**config.mk**
```make
export PLATFORM = sky130hd
export DESIGN_NAME = cp0_irq_ctrl
export DESIGN_NICKNAME = d
export VERILOG_FILES = /design/src/rtl/cp0_pkg.sv /design/src/rtl/irq_prio_enc.sv /design/src/rtl/cp0_irq_ctrl.sv
export SDC_FILE = /design/constraint.sdc
export NUM_CORES = 1
export LEC_CHECK = 0
export CELL_PAD_IN_SITES_DETAIL_PLACEMENT = 0
export CELL_PAD_IN_SITES_GLOBAL_PLACEMENT = 1
export CORE_AREA = 5 5 138 87
export DETAILED_ROUTE_END_ITERATION = 8
export DIE_AREA = 0 0 143 92
export GPL_ROUTABILITY_DRIVEN = 0
export GPL_TIMING_DRIVEN = 0
export PLACE_DENSITY_LB_ADDON = 0.15
export SYNTH_ARGS = -nofsm -noshare
export SYNTH_HDL_FRONTEND = slang
export SYNTH_SLANG_ARGS = --single-unit
```
**constraint.sdc**
```tcl
create_clock -name clk -period 2.2 [get_ports clk]
set_input_delay 0.44 -clock clk [delete_from_list [all_inputs] [get_ports clk]]
set_output_delay 0.44 -clock clk [all_outputs]
set_load 0.05 [all_outputs]
```
**src/rtl/cp0_pkg.sv**
```systemverilog
// Shared CP0 constants: register selectors and status-register bit positions.
package cp0_pkg;

  localparam logic [4:0] CP0_SR    = 5'd12;
  localparam logic [4:0] CP0_CAUSE = 5'd13;
  localparam logic [4:0] CP0_EPC   = 5'd14;
  localparam logic [4:0] CP0_PRID  = 5'd15;
  localparam logic [4:0] CP0_MODE  = 5'd22;
  localparam logic [4:0] CP0_IPCLR = 5'd23;

  localparam int unsigned SR_IE  = 0;
  localparam int unsigned SR_EXL = 1;
  localparam int unsigned IM_LSB = 8;

endpackage

```
**src/rtl/irq_prio_enc.sv**
```systemverilog
// Lowest-index-first priority encoder: bit 0 is the highest priority.
module irq_prio_enc #(
  parameter int unsigned NUM_IRQ = 6
) (
  input  logic [NUM_IRQ-1:0] req,
  output logic               valid,
  output logic [2:0]         idx
);

  // Scan from the top down so the lowest set index is the last one assigned.
  always_comb begin
    valid = 1'b0;
    idx   = 3'd0;
    for (int i = NUM_IRQ - 1; i >= 0; i--) begin
      if (req[i]) begin
        valid = 1'b1;
        idx   = 3'(i);
      end
    end
  end

endmodule

```
**src/rtl/cp0_irq_ctrl.sv**
```systemverilog
// CP0 interrupt controller: level/edge interrupt lines, masks, fixed priority,
// EPC capture, eret and mfc0/mtc0 access.
// Optional macro CP0_SYNC_EN inserts a 2-flop synchroniser ahead of the
// sampling flop (HWInt-to-IntReq latency 3 cycles instead of 1).
module cp0_irq_ctrl
  import cp0_pkg::*;
#(
  parameter int unsigned NUM_IRQ = 6,
  parameter int unsigned PC_W    = 30,
  parameter logic [31:0] PRID    = 32'h0000_0100
) (
  input  logic               clk,
  input  logic               rst,
  input  logic [NUM_IRQ-1:0] HWInt,
  input  logic [PC_W-1:0]    ID_PCP1,
  input  logic               pipeline_stall,
  input  logic               cp0_we,
  input  logic [4:0]         cp0_sel,
  input  logic [31:0]        cp0_wdata,
  output logic [31:0]        cp0_rdata,
  input  logic               eret,
  output logic               IntReq,
  output logic [PC_W-1:0]    o_EPC
);

  logic [NUM_IRQ-1:0] hw_q, hw_d;
  logic [NUM_IRQ-1:0] im_q, im_n;
  logic               ie_q, ie_n, exl_q, exl_n;
  logic [PC_W-1:0]    epc_q, epc_n;
  logic [NUM_IRQ-1:0] mode_q, mode_n;
  logic [NUM_IRQ-1:0] edge_q, edge_n;
  logic [NUM_IRQ-1:0] rise, pend, masked;
  logic               enc_valid;
  logic [2:0]         enc_idx;
  logic               take;
  logic [NUM_IRQ-1:0] hw_in;

`ifdef CP0_SYNC_EN
  logic [NUM_IRQ-1:0] sync1_q, sync2_q;

  // Two-flop synchroniser for asynchronous interrupt lines.
  always_ff @(posedge clk or posedge rst) begin
    if (rst) begin
      sync1_q <= '0;
      sync2_q <= '0;
    end else begin
      sync1_q <= HWInt;
      sync2_q <= sync1_q;
    end
  end

  assign hw_in = sync2_q;
`else
  assign hw_in = HWInt;
`endif

  // Sampling flop plus a delayed copy for rising-edge detection.
  always_ff @(posedge clk or posedge rst) begin
    if (rst) begin
      hw_q <= '0;
      hw_d <= '0;
    end else begin
      hw_q <= hw_in;
      hw_d <= hw_q;
    end
  end

  // A rising edge is visible as pending in the same cycle it is seen, so the
  // edge path has the same 1-cycle latency as the level path.
  assign rise   = hw_q & ~hw_d & mode_q;
  assign pend   = (mode_q & (edge_q | rise)) | (~mode_q & hw_q);
  assign masked = pend & im_q;
  assign IntReq = ie_q & ~exl_q & (|masked);
  assign take   = IntReq & ~pipeline_stall;
  assign o_EPC  = epc_q;

  irq_prio_enc #(
    .NUM_IRQ (NUM_IRQ)
  ) u_prio_enc (
    .req   (masked),
    .valid (enc_valid),
    .idx   (enc_idx)
  );

  // Next-state for architectural registers; take has the final say on EXL/EPC.
  always_comb begin
    im_n   = im_q;
    ie_n   = ie_q;
    exl_n  = exl_q;
    epc_n  = epc_q;
    mode_n = mode_q;
    edge_n = edge_q;
    if (cp0_we) begin
      unique case (cp0_sel)
        CP0_SR: begin
          im_n  = cp0_wdata[IM_LSB +: NUM_IRQ];
          ie_n  = cp0_wdata[SR_IE];
          exl_n = cp0_wdata[SR_EXL];
        end
        CP0_EPC:   epc_n  = cp0_wdata[PC_W+1:2];
        CP0_MODE:  mode_n = cp0_wdata[NUM_IRQ-1:0];
        CP0_IPCLR: edge_n = edge_q & ~cp0_wdata[NUM_IRQ-1:0];
        default: ;
      endcase
    end
    if (eret) exl_n = 1'b0;
    // Capture beats clear; channels now in level mode drop their latch.
    edge_n = (edge_n | rise) & mode_n;
    if (take) begin
      exl_n = 1'b1;
      epc_n = ID_PCP1;
    end
  end

  // Architectural state registers.
  always_ff @(posedge clk or posedge rst) begin
    if (rst) begin
      im_q   <= '0;
      ie_q   <= 1'b0;
      exl_q  <= 1'b0;
      epc_q  <= '0;
      mode_q <= '0;
      edge_q <= '0;
    end else begin
      im_q   <= im_n;
      ie_q   <= ie_n;
      exl_q  <= exl_n;
      epc_q  <= epc_n;
      mode_q <= mode_n;
      edge_q <= edge_n;
    end
  end

  // mfc0 read mux; unused bits read as zero.
  always_comb begin
    cp0_rdata = '0;
    unique case (cp0_sel)
      CP0_SR: begin
        cp0_rdata[IM_LSB +: NUM_IRQ] = im_q;
        cp0_rdata[SR_EXL]            = exl_q;
        cp0_rdata[SR_IE]             = ie_q;
      end
      CP0_CAUSE: begin
        cp0_rdata[IM_LSB +: NUM_IRQ] = pend;
        cp0_rdata[4:2]               = enc_valid ? enc_idx : 3'd0;
      end
      CP0_EPC:  cp0_rdata[PC_W+1:0] = {epc_q, 2'b00};
      CP0_PRID: cp0_rdata = PRID;
      CP0_MODE: cp0_rdata[NUM_IRQ-1:0] = mode_q;
      default: ;
    endcase
  end

endmodule

```
After elaboration in Yosys (flattened, before gate mapping)
Cells that the tools add are included.
{ "totals": {"register_bits": 62, "latchBits": 0, "mem_bits_rw": 0, "rom_bits": 0, "input_bits": 78, "out_inout_bits": 63, "word_cells": 70, "memories": 0} }
{ "op_classes": {"n_addsub": 0, "multipliers": 0, "n_div": 0, "order_cmp": 0, "eq_ne": 6, "shift": 0, "mux": 30, "bitwise": 18, "n_reduce_logical": 8} }
{ "ops": {"columns": ["operator", "count"], "rows": [
  ["$mux W30", 3],
  ["$and A6 B6 Y6", 7],
  ["$mux W6", 4],
  ["$pmux W6 S4", 1],
  ["$mux W3", 7],
  ["$eq A5 B4 Y1 const B", 4],
  ["$mux W18", 1],
  ["$not A6 Y6", 3],
  ["$or A6 B6 Y6", 3],
  ["$eq A5 B5 Y1 const B", 2],
  ["$mux W1", 10],
  ["$pmux W3 S3", 1],
  ["$reduce_and A2 Y1", 3],
  ["$reduce_bool A3 Y1", 2],
  ["$reduce_or A6 Y1", 1],
  ["$pmux W2 S2", 1],
  ["$reduce_bool A2 Y1", 2],
  ["$and A1 B1 Y1", 3],
  ["$mux W2", 1],
  ["$not A1 Y1", 2],
  ["$pmux W1 S2", 1]
]} }

Longest topological paths before layout
Gate-level depths: netlist of the first run.
{ "depth": {"ltp_word": 15, "ltp_mapped": 7, "mapped_depth_nobuf": 5} }

Modules after synthesis
From an unflattened synthesis of the first run, not the netlist that was laid out.
{ "hier_totals": {"hier_cells": 297, "hier_area_um2": 3319.4} }
{ "by_module_without_submodules": {"columns": ["mod", "instances", "cells_each", "area_per_inst_um2"], "rows": [
  ["cp0_irq_ctrl", 1, 287, 3261.9],
  ["irq_prio_enc", 1, 10, 57.6]
]} }

Worst setup path before layout of the first run
No wires, ideal clock.
{ "synth_path": {"kind": "register to output", "startpoint": "reg mode_q[2]", "endpoint": "out cp0_rdata[4]", "t_arrival_ps": 2149, "required_time_ps": 1760, "setup_slack_ps": -389, "path_stages_with_launch": 6, "path_buffers": 0, "cell_sequence": "dfrtp_1 -> nand2_1 -> a22o_1 -> a22o_4 -> nand2b_1 -> o21ai_0"} }
{ "synth_via": {"elab_chain_len": 10} }
{ "synth_lines": {"columns": ["item", "line", "text"], "rows": [
  ["from (decl)", "cp0_irq_ctrl.sv:30", "logic [NUM_IRQ-1:0] mode_q, mode_n;"],
  ["from (signal assigned)", "cp0_irq_ctrl.sv:129", "mode_q <= mode_n;"],
  ["$and A6 B6 Y6", "cp0_irq_ctrl.sv:70", "assign rise = hw_q & ~hw_d & mode_q;"],
  ["$or A6 B6 Y6", "cp0_irq_ctrl.sv:71", "assign pend = (mode_q & (edge_q | rise)) | (~mode_q & hw_q);"],
  ["$and A6 B6 Y6", "cp0_irq_ctrl.sv:71", null],
  ["$or A6 B6 Y6 *", "cp0_irq_ctrl.sv:71", null],
  ["$and A6 B6 Y6 *", "cp0_irq_ctrl.sv:72", "assign masked = pend & im_q;"],
  ["$mux W3 / $mux W1 (equally long branches) (3 in series)", "irq_prio_enc.sv:15", "if (req[i]) begin"],
  ["$mux W3 *", "cp0_irq_ctrl.sv:145", "cp0_rdata[4:2] = enc_valid ? enc_idx : 3'd0;"],
  ["$pmux W3 S3 *", "cp0_irq_ctrl.sv:137", "unique case (cp0_sel)"],
  ["to (decl)", "cp0_irq_ctrl.sv:20", "output logic [31:0] cp0_rdata,"]
]} }
Every way passes the cells marked *; elsewhere a longest branch is shown, timed or not.

Final worst setup path of the first run
{ "layout_path": {"startpoint": "reg mode_q[2]", "endpoint": "reg epc_q[21] (netlist: o_EPC[21])"} }
{ "layout_via": {"elab_chain_len": 10} }
{ "layout_lines": {"columns": ["item", "line", "text"], "rows": [
  ["$and A6 B6 Y6", "cp0_irq_ctrl.sv:70", null],
  ["$or A6 B6 Y6", "cp0_irq_ctrl.sv:71", null],
  ["$and A6 B6 Y6", "cp0_irq_ctrl.sv:71", null],
  ["$or A6 B6 Y6 *", "cp0_irq_ctrl.sv:71", null],
  ["$and A6 B6 Y6 *", "cp0_irq_ctrl.sv:72", null],
  ["$reduce_or A6 Y1 *", "cp0_irq_ctrl.sv:73", "assign IntReq = ie_q & ~exl_q & (|masked);"],
  ["$and A1 B1 Y1 *", "cp0_irq_ctrl.sv:73", null],
  ["$and A1 B1 Y1 *", "cp0_irq_ctrl.sv:74", "assign take = IntReq & ~pipeline_stall;"],
  ["$reduce_bool A2 Y1 (no line)", null, null],
  ["$reduce_and A2 Y1 (no line)", null, null],
  ["to (signal assigned)", "cp0_irq_ctrl.sv:128", "epc_q <= epc_n;"],
  ["to (decl)", "cp0_irq_ctrl.sv:29", "logic [PC_W-1:0] epc_q, epc_n;"]
]} }
Marked as above.
A chain may end at the register's enable or synchronous reset.

==> results by group, run 1 <==
Routing
  • Total wire length: 11.4 mm
  • DR DRC count: 0
  • DRT antenna net count: 0
  • DR pass1 iterations: 5
  • DR vias/cell: 4.92
  • Initial drt markers: 175
  • Via count: 2900
  • Routed WL per cell: 19.3 µm

Yosys
  • Syn Nets: 357
  • Post-synth EDFFs: 0
  • Seq/Total Area, Yosys: 46.8%
  • Synth Area per Inst: 11.9 µm²
  • Syn. warnings: 0
  • Synthesized cell area: 3320 µm²
  • Mapped Cells: 279
  • Synth cell types: 39
  • Async set-reset flop share out of synthesis: 100%
  • Main synth FF type: dfrtp_1
  • Register bit total from synthesis: 62

Placement
  • Post-DP HPWL: 8.15 mm
  • I/O Buffers: 140
  • Dpl ws: -1.17 ns
  • Area post-placement: 4890 µm²

Clock network
  • TritonCTS Buffers: 9
  • CTS tree: yes
  • CTS Sinks: 62
  • Clk_lat worst skew: 0.34 ns
  • Root Buffer: clkbuf_16
  • H-Tree Depth: 3
  • CTS Buffer Depth: 2
  • Reg clk slew, reported paths: 0.06 ns
  • CTS Hold Bufs: 0

Global route
  • First-pass GRT wire length: 16.6 mm
  • Initial antenna violation count: 0
  • GR peak layer: met1
  • Met2 GRT Util: 23.4%
  • Overall Global Routing Usage: 16.7%
  • Grt met3 use: 6.03%
  • M1 GR Usage: 24.3%
  • Number of global-route vias before repair: 2857
  • Largest net degree at the start of global routing: 63
  • Total grt overflow: 0

Pwr
  • Lkg Pwr: 2.51 nW
  • Peak VDD IR: 0.667 mV
  • Power density over the cells: 1130 nW/µm²

Worst setup path
  • Crit-path max FO: 6
  • Required time of the worst setup path: 2.42 ns
  • Setup crit end kind: flop
  • Arrival @ worst endpoint: 2.45 ns
  • Kind of critical path: flop to flop
  • Startpoint Class: flop

Timing
  • RSZ-0062 raised after global routing: yes
  • Rel. slew slack: 46.7%
  • Total count of hold-check failures in the final report: 0
  • Fin crit share: 101%
  • Hold Slack: 0.402 ns
  • Setup ws final: -0.0327 ns
  • Slew @ Worst Pin: 0.800 ns
  • # setup viols final: 12
  • Clock Skew: 0.0109 ns
  • Fin crit period: 2.23 ns
  • Fmax: 448 MHz
  • Max-slew violations: 0

Status
  • Failing checks: negative setup slack
  • Outcome: finished with violations

Finish
  • Fraction of layout cells with a size suffix above 1: 38.8%
  • Ant. Diodes: 0
  • Final core occ: 51.8%
  • Layout area overhead: 63.7%
  • Fin nets: 524
  • Most common cell after layout, fill and taps aside: clkdlybuf4s50_1
  • Commonest cells after routing, fill and taps aside: clkdlybuf4s50_1, dfrtp_1, mux2_2, buf_4
  • Fin area: 5430 µm²

Flow run
  • Max Cap Viol: 0

Floorplan
  • Ports: 141
  • Die width: 143 µm
  • Placeable Area: 10500 µm²
  • Row count: 29
  • Die ar.: 13200 µm²
  • Die Y: 92 µm
  • Starting density of the core: 31.6%

Min path
  • Min-Delay Path Class: flop to flop
layer usage:
metal,wire [µm],vias to the layer above
li1,-,1368
met1,5640,1427
met2,4640,94
met3,952,11
met4,125,0
met5,0,-
Yosys cell counts (2+ instances only):
master      n  area, µm²
mux2_2     62        698
a21boi_0    2       15.0
a32o_1      3       30.0
and3_1     24        150
nand3b_1    5       37.5
dfrtp_1    62       1550
and3b_1     2       17.5
a31oi_1     4       25.0
nand2_1    15       56.3
a2bb2oi_1   4       35.0
mux2i_1     5       50.1
clkbuf_1    6       22.5
mux2_4     10        150
buf_6       3       33.8
o21ai_0     4       20.0
a22o_1      6       52.6
a21oi_1     6       30.0
nor2_1     18       67.6
a22oi_1     5       37.5
o211ai_1    5       37.5
nand2b_1    4       25.0
nand3_1     3       15.0
buf_2       4       20.0
inv_1       2       7.51
metrics by stage:
stage | power [W] | std cells | setup TNS, ns
3_5_place_dp | 0.00459 | 558 | -55.60
2_1_floorplan | 0.00361 | 279 | -0.0126
6_report | 0.00612 | 590 | -0.184
4_1_cts | 0.00601 | 584 | -0.106
3_3_place_gp | 0.00455 | 558 | -125.22
5_1_grt | 0.00641 | 590 | -2.23
layout make-up:
cell class                      count  area (µm²)
Inverter                            2        10.0
Sequential cell                    62        1550
Clock buffer                        9         225
Buffer                             14         136
Timing Repair Buffer              157        1460
Fill cell                         938        5060
Multi-Input combinational cell    200        1810
Clock inverter                      7        56.3
Tap cell                          139         174
critical path, stage by stage (launching register included):
cell	delay (ns)
dfrtp_1	0.42
nand2_2	0.07
a22o_4	0.25
a22o_4	0.27
buf_4	0.14
o31ai_4	0.27
buf_6	0.21
clkbuf_16	0.17
mux2_2	0.32
cell families (layout without fill, tap and decap cells):
| family | after synthesis | count (layout) | share of synthesized area [%] |
|---|---|---|---|
| mux | 78 | 78 | 27.4 |
| simple gates | 78 | 78 | 12.7 |
| flops | 62 | 62 | 46.8 |
| compound gates | 44 | 44 | 10.3 |
| buf+inv | 17 | 189 | 2.79 |
worst paths after layout:
check	from	endpoint	slack [ns]	cells after the start
worst max-delay path	mode_q[2]	o_EPC[21]	-0.03	8
min in group asynchronous	rst	o_EPC[29]	0.61	2
max in group asynchronous	rst	mode_q[0]	1.00	2
worst min-delay path	hw_q[3]	hw_d[3]	0.40	0
worst min register to register	hw_q[3]	hw_d[3]	0.40	0
worst max register to register	mode_q[2]	o_EPC[21]	-0.03	8
registers in the layout, summed over array words and instances, names as in the netlist:
| name | count |
|---|---|
| o_EPC | 30 |
| edge_q | 6 |
| hw_d | 6 |
| hw_q | 6 |
| im_q | 6 |
| mode_q | 6 |
| exl_q | 1 |
| ie_q | 1 |
power breakdown:
part	switching [W]	internal (W)	total [W]
clock network	0.000570	0.000773	0.00134
logic	0.00162	0.00136	0.00298
registers	0.000294	0.00150	0.00179
total	0.00248	0.00363	0.00612
what timing repair did:
action | 4_1_cts | 5_1_grt
resized for setup | 217 | 39
gates cloned | 0 | 3
setup buffers | 11 | 3
pin swaps | 9 | 5
setup endpoints to repair | 73 | 39
No activity file was read; power rests on OpenSTA's default activity.
==> inputs of run 2 (changes only) <==
--- a/config.mk
+++ b/config.mk
@@ -12,6 +12,7 @@
 export DIE_AREA = 0 0 143 92
 export GPL_ROUTABILITY_DRIVEN = 0
 export GPL_TIMING_DRIVEN = 0
+export HOLD_SLACK_MARGIN = 0.06
 export PLACE_DENSITY_LB_ADDON = 0.15
 export SYNTH_ARGS = -nofsm -noshare
 export SYNTH_HDL_FRONTEND = slang
==> constraint.sdc (replaced) <==
create_clock -name clk -period 2.49 [get_ports clk]
set_input_delay 0.498 -clock clk [delete_from_list [all_inputs] [get_ports clk]]
set_output_delay 0.498 -clock clk [all_outputs]
set_load 0.05 [all_outputs]
==> results by group, run 2 (synthesis results as in run 1) <==
Global route
  • Met2 GRT Util: 22.8% (-0.59 points)
  • Initial antenna violation count: 0 (unchanged)
  • M1 GR Usage: 24.3% (+0.065 points)
  • Grt met3 use: 5.93% (-0.10 points)
  • Total grt overflow: 0 (unchanged)
  • First-pass GRT wire length: 16.5 mm (-1.0%)
  • Largest net degree at the start of global routing: 63 (unchanged)
  • Overall Global Routing Usage: 16.5% (-0.23 points)
  • GR peak layer: met1
  • Number of global-route vias before repair: 2831 (-0.91%)

Worst setup path
  • Crit-path max FO: 8 (+2)
  • Worst path max stage delay: 0.48 ns (+0.06 ns)
  • Worst R2R Start: mode_q[1]
  • Setup crit end kind: primary output
  • Launch point of the worst path: cp0_sel[1]
  • Startpoint Class: primary input
  • Arrival @ worst endpoint: 1.93 ns (-0.52 ns)
  • Required time of the worst setup path: 1.99 ns (-0.43 ns)
  • Master of the slowest instance on the critical path: clkdlybuf4s50_1
  • Kind of critical path: primary input to primary output
  • CP cell instances: clkdlybuf4s50_1 > nor2b_4 > and4b_1 > buf_4 > a32o_1 > buf_2

Finish
  • Commonest cells after routing, fill and taps aside: clkdlybuf4s50_1, mux2_2, dfrtp_1, buf_2, and3_1
  • Most common cell after layout, fill and taps aside: clkdlybuf4s50_1
  • Max FFs per register: 30 (unchanged)
  • Final non-filler cell total: 577 (-2.2%)
  • Layout area overhead: 55.5%
  • Fraction of layout cells with a size suffix above 1: 35.2% (-3.6 points)
  • Fin nets: 511 (-2.5%)
  • Ant. Diodes: 0 (unchanged)

Floorplan
  • Placeable Area: 10500 µm² (unchanged)
  • Die Y: 92 µm (unchanged)
  • Die width: 143 µm (unchanged)
  • Starting density of the core: 31.6% (unchanged)
  • Row count: 29 (unchanged)
  • Die ar.: 13200 µm² (unchanged)
  • Ports: 141 (unchanged)

Routing
  • Total wire length: 10.8 mm (-4.9%)
  • Routed WL per cell: 18.7 µm (-2.8%)
  • DR pass1 iterations: 4 (-1)
  • DR vias/cell: 4.87 (-0.96%)
  • DRT antenna net count: 0 (unchanged)
  • Via count: 2809 (-3.1%)
  • Initial drt markers: 144 (-18%)
  • DR DRC count: 0 (unchanged)

Pwr
  • Combinational power share: 46.9% (-1.9 points)
  • Internal power: 0.00307 W (-15%)
  • Design Power: 0.00521 W (-15%)
  • Lkg Pwr: 2.36 nW (-5.9%)
  • Seq pwr share: 30.4% (+1.1 points)
  • P_sw: 0.00214 W (-14%)
  • Switching portion of total power: 41.1% (+0.48 points)
  • Clk pwr share: 22.7% (+0.7 points)
  • Power density over the cells: 1010 nW/µm² (-10%)
  • Peak VDD IR: 0.583 mV (-13%)

Timing
  • # setup viols final: 0 (-12)
  • Setup ws final: 0.0587 ns (+0.0914 ns)
  • Fin crit share: 97.6%
  • Fmax: 411 MHz
  • Rel. slew slack: 46.0% (-0.66 points)
  • Hold Slack: 0.398 ns (-0.00442 ns)
  • Slew @ Worst Pin: 0.810 ns (+0.00988 ns)
  • Fin crit period: 2.43 ns
  • Clock Skew: 0.00744 ns (-0.00342 ns)
  • Total count of hold-check failures in the final report: 0 (unchanged)
  • Max-slew violations: 0 (unchanged)

Clock network
  • H-Tree Depth: 3 (unchanged)
  • CTS tree: yes
  • CTS Buffer Depth: 2 (unchanged)
  • Reg clk slew, reported paths: 0.05 ns (about the same)
  • TritonCTS Buffers: 9 (unchanged)
  • Root Buffer: clkbuf_16
  • Clk_lat worst skew: 0.33 ns (about the same)
  • CTS Sinks: 62 (unchanged)
  • CTS Hold Bufs: 0 (unchanged)

Status
  • Outcome: complete, no violations

Min path
  • Min-Delay Startpoint: hw_q[2]
  • Min-Delay Path Class: flop to flop

Placement
  • Dpl ws: -0.997 ns (+0.174 ns)
  • Post-DP HPWL: 8.15 mm (unchanged)
  • I/O Buffers: 140 (unchanged)
  • Placed cells: 558 (unchanged)

Flow run
  • Max Cap Viol: 0 (unchanged)
[run 2: changes by cell type in the layout (fill, tap and decap cells not counted), moves of 2 or more]
cell / delta
and3_4: -2
a22o_1: +3
buf_2: +8
a22o_2: -2
nand2_1: +2
mux2_2: +12
nand2_2: -2
buf_4: -14
dlymetal6s2s_1: +3
mux2_4: -12
dlygate4sd2_1: -3
and3_1: +2
clkbuf_16: -2
buf_12: -3
[run 2: worst paths after layout]
check	end	slack, ns	depth (start not counted)
setup / recovery	cp0_rdata[0]	0.06	6
hold / removal	hw_d[2]	0.40	0
setup reg to reg	o_EPC[0]	0.32	6
hold reg to reg	hw_d[2]	0.40	0
max in group asynchronous	mode_q[2]	1.21	2
min in group asynchronous	o_EPC[29]	0.67	2
[run 2: cell type report]
cell class	count	area (µm²)
Multi-Input combinational cell	200	1730
Inverter	2	10.0
Clock buffer	9	225
Timing Repair Buffer	144	1310
Clock inverter	7	56.3
Sequential cell	62	1550
Fill cell	955	5330
Buffer	14	101
Tap cell	139	174
[run 2: power groups by stage]
stage | Combinational [W] | Clock (W) | Sequential (W)
final | 0.00244 | 0.00118 | 0.00159
after global routing | 0.00256 | 0.00127 | 0.00164
after CTS | 0.00246 | 0.00121 | 0.00158
after detailed placement | 0.00246 | 0 | 0.00159
after global placement | 0.00245 | 0 | 0.00158
after floorplan | 0.000784 | 0 | 0.00241
[run 2: critical path, delay by kind of cell]
family          cells  cell delay (ns)
simple gates        2             0.37
buf+inv             3             0.92
compound gates      1             0.15
[run 2: layer usage]
metal  part of all wire [%]  up-vias
met5                      0        -
met4                    1.1        0
met3                    7.2       11
met2                     42       87
met1                     50     1370
li1                       -     1341
[run 2: what timing repair did]
action                                  4_1_cts  5_1_grt
setup buffers                                 3        1
pin swaps                                     2        2
resized for setup                           188       16
endpoints found under the setup margin       34       27
[run 2: per-stage QoR]
stage	TNS, ns	area [µm²]	util (%)
3_5_place_dp	-38.42	4890	46.7
6_report	0	5160	49.2
3_3_place_gp	-93.96	4890	46.7
4_1_cts	-0.0714	5120	48.8
5_1_grt	-0.00623	5160	49.2
2_1_floorplan	0	3320	-
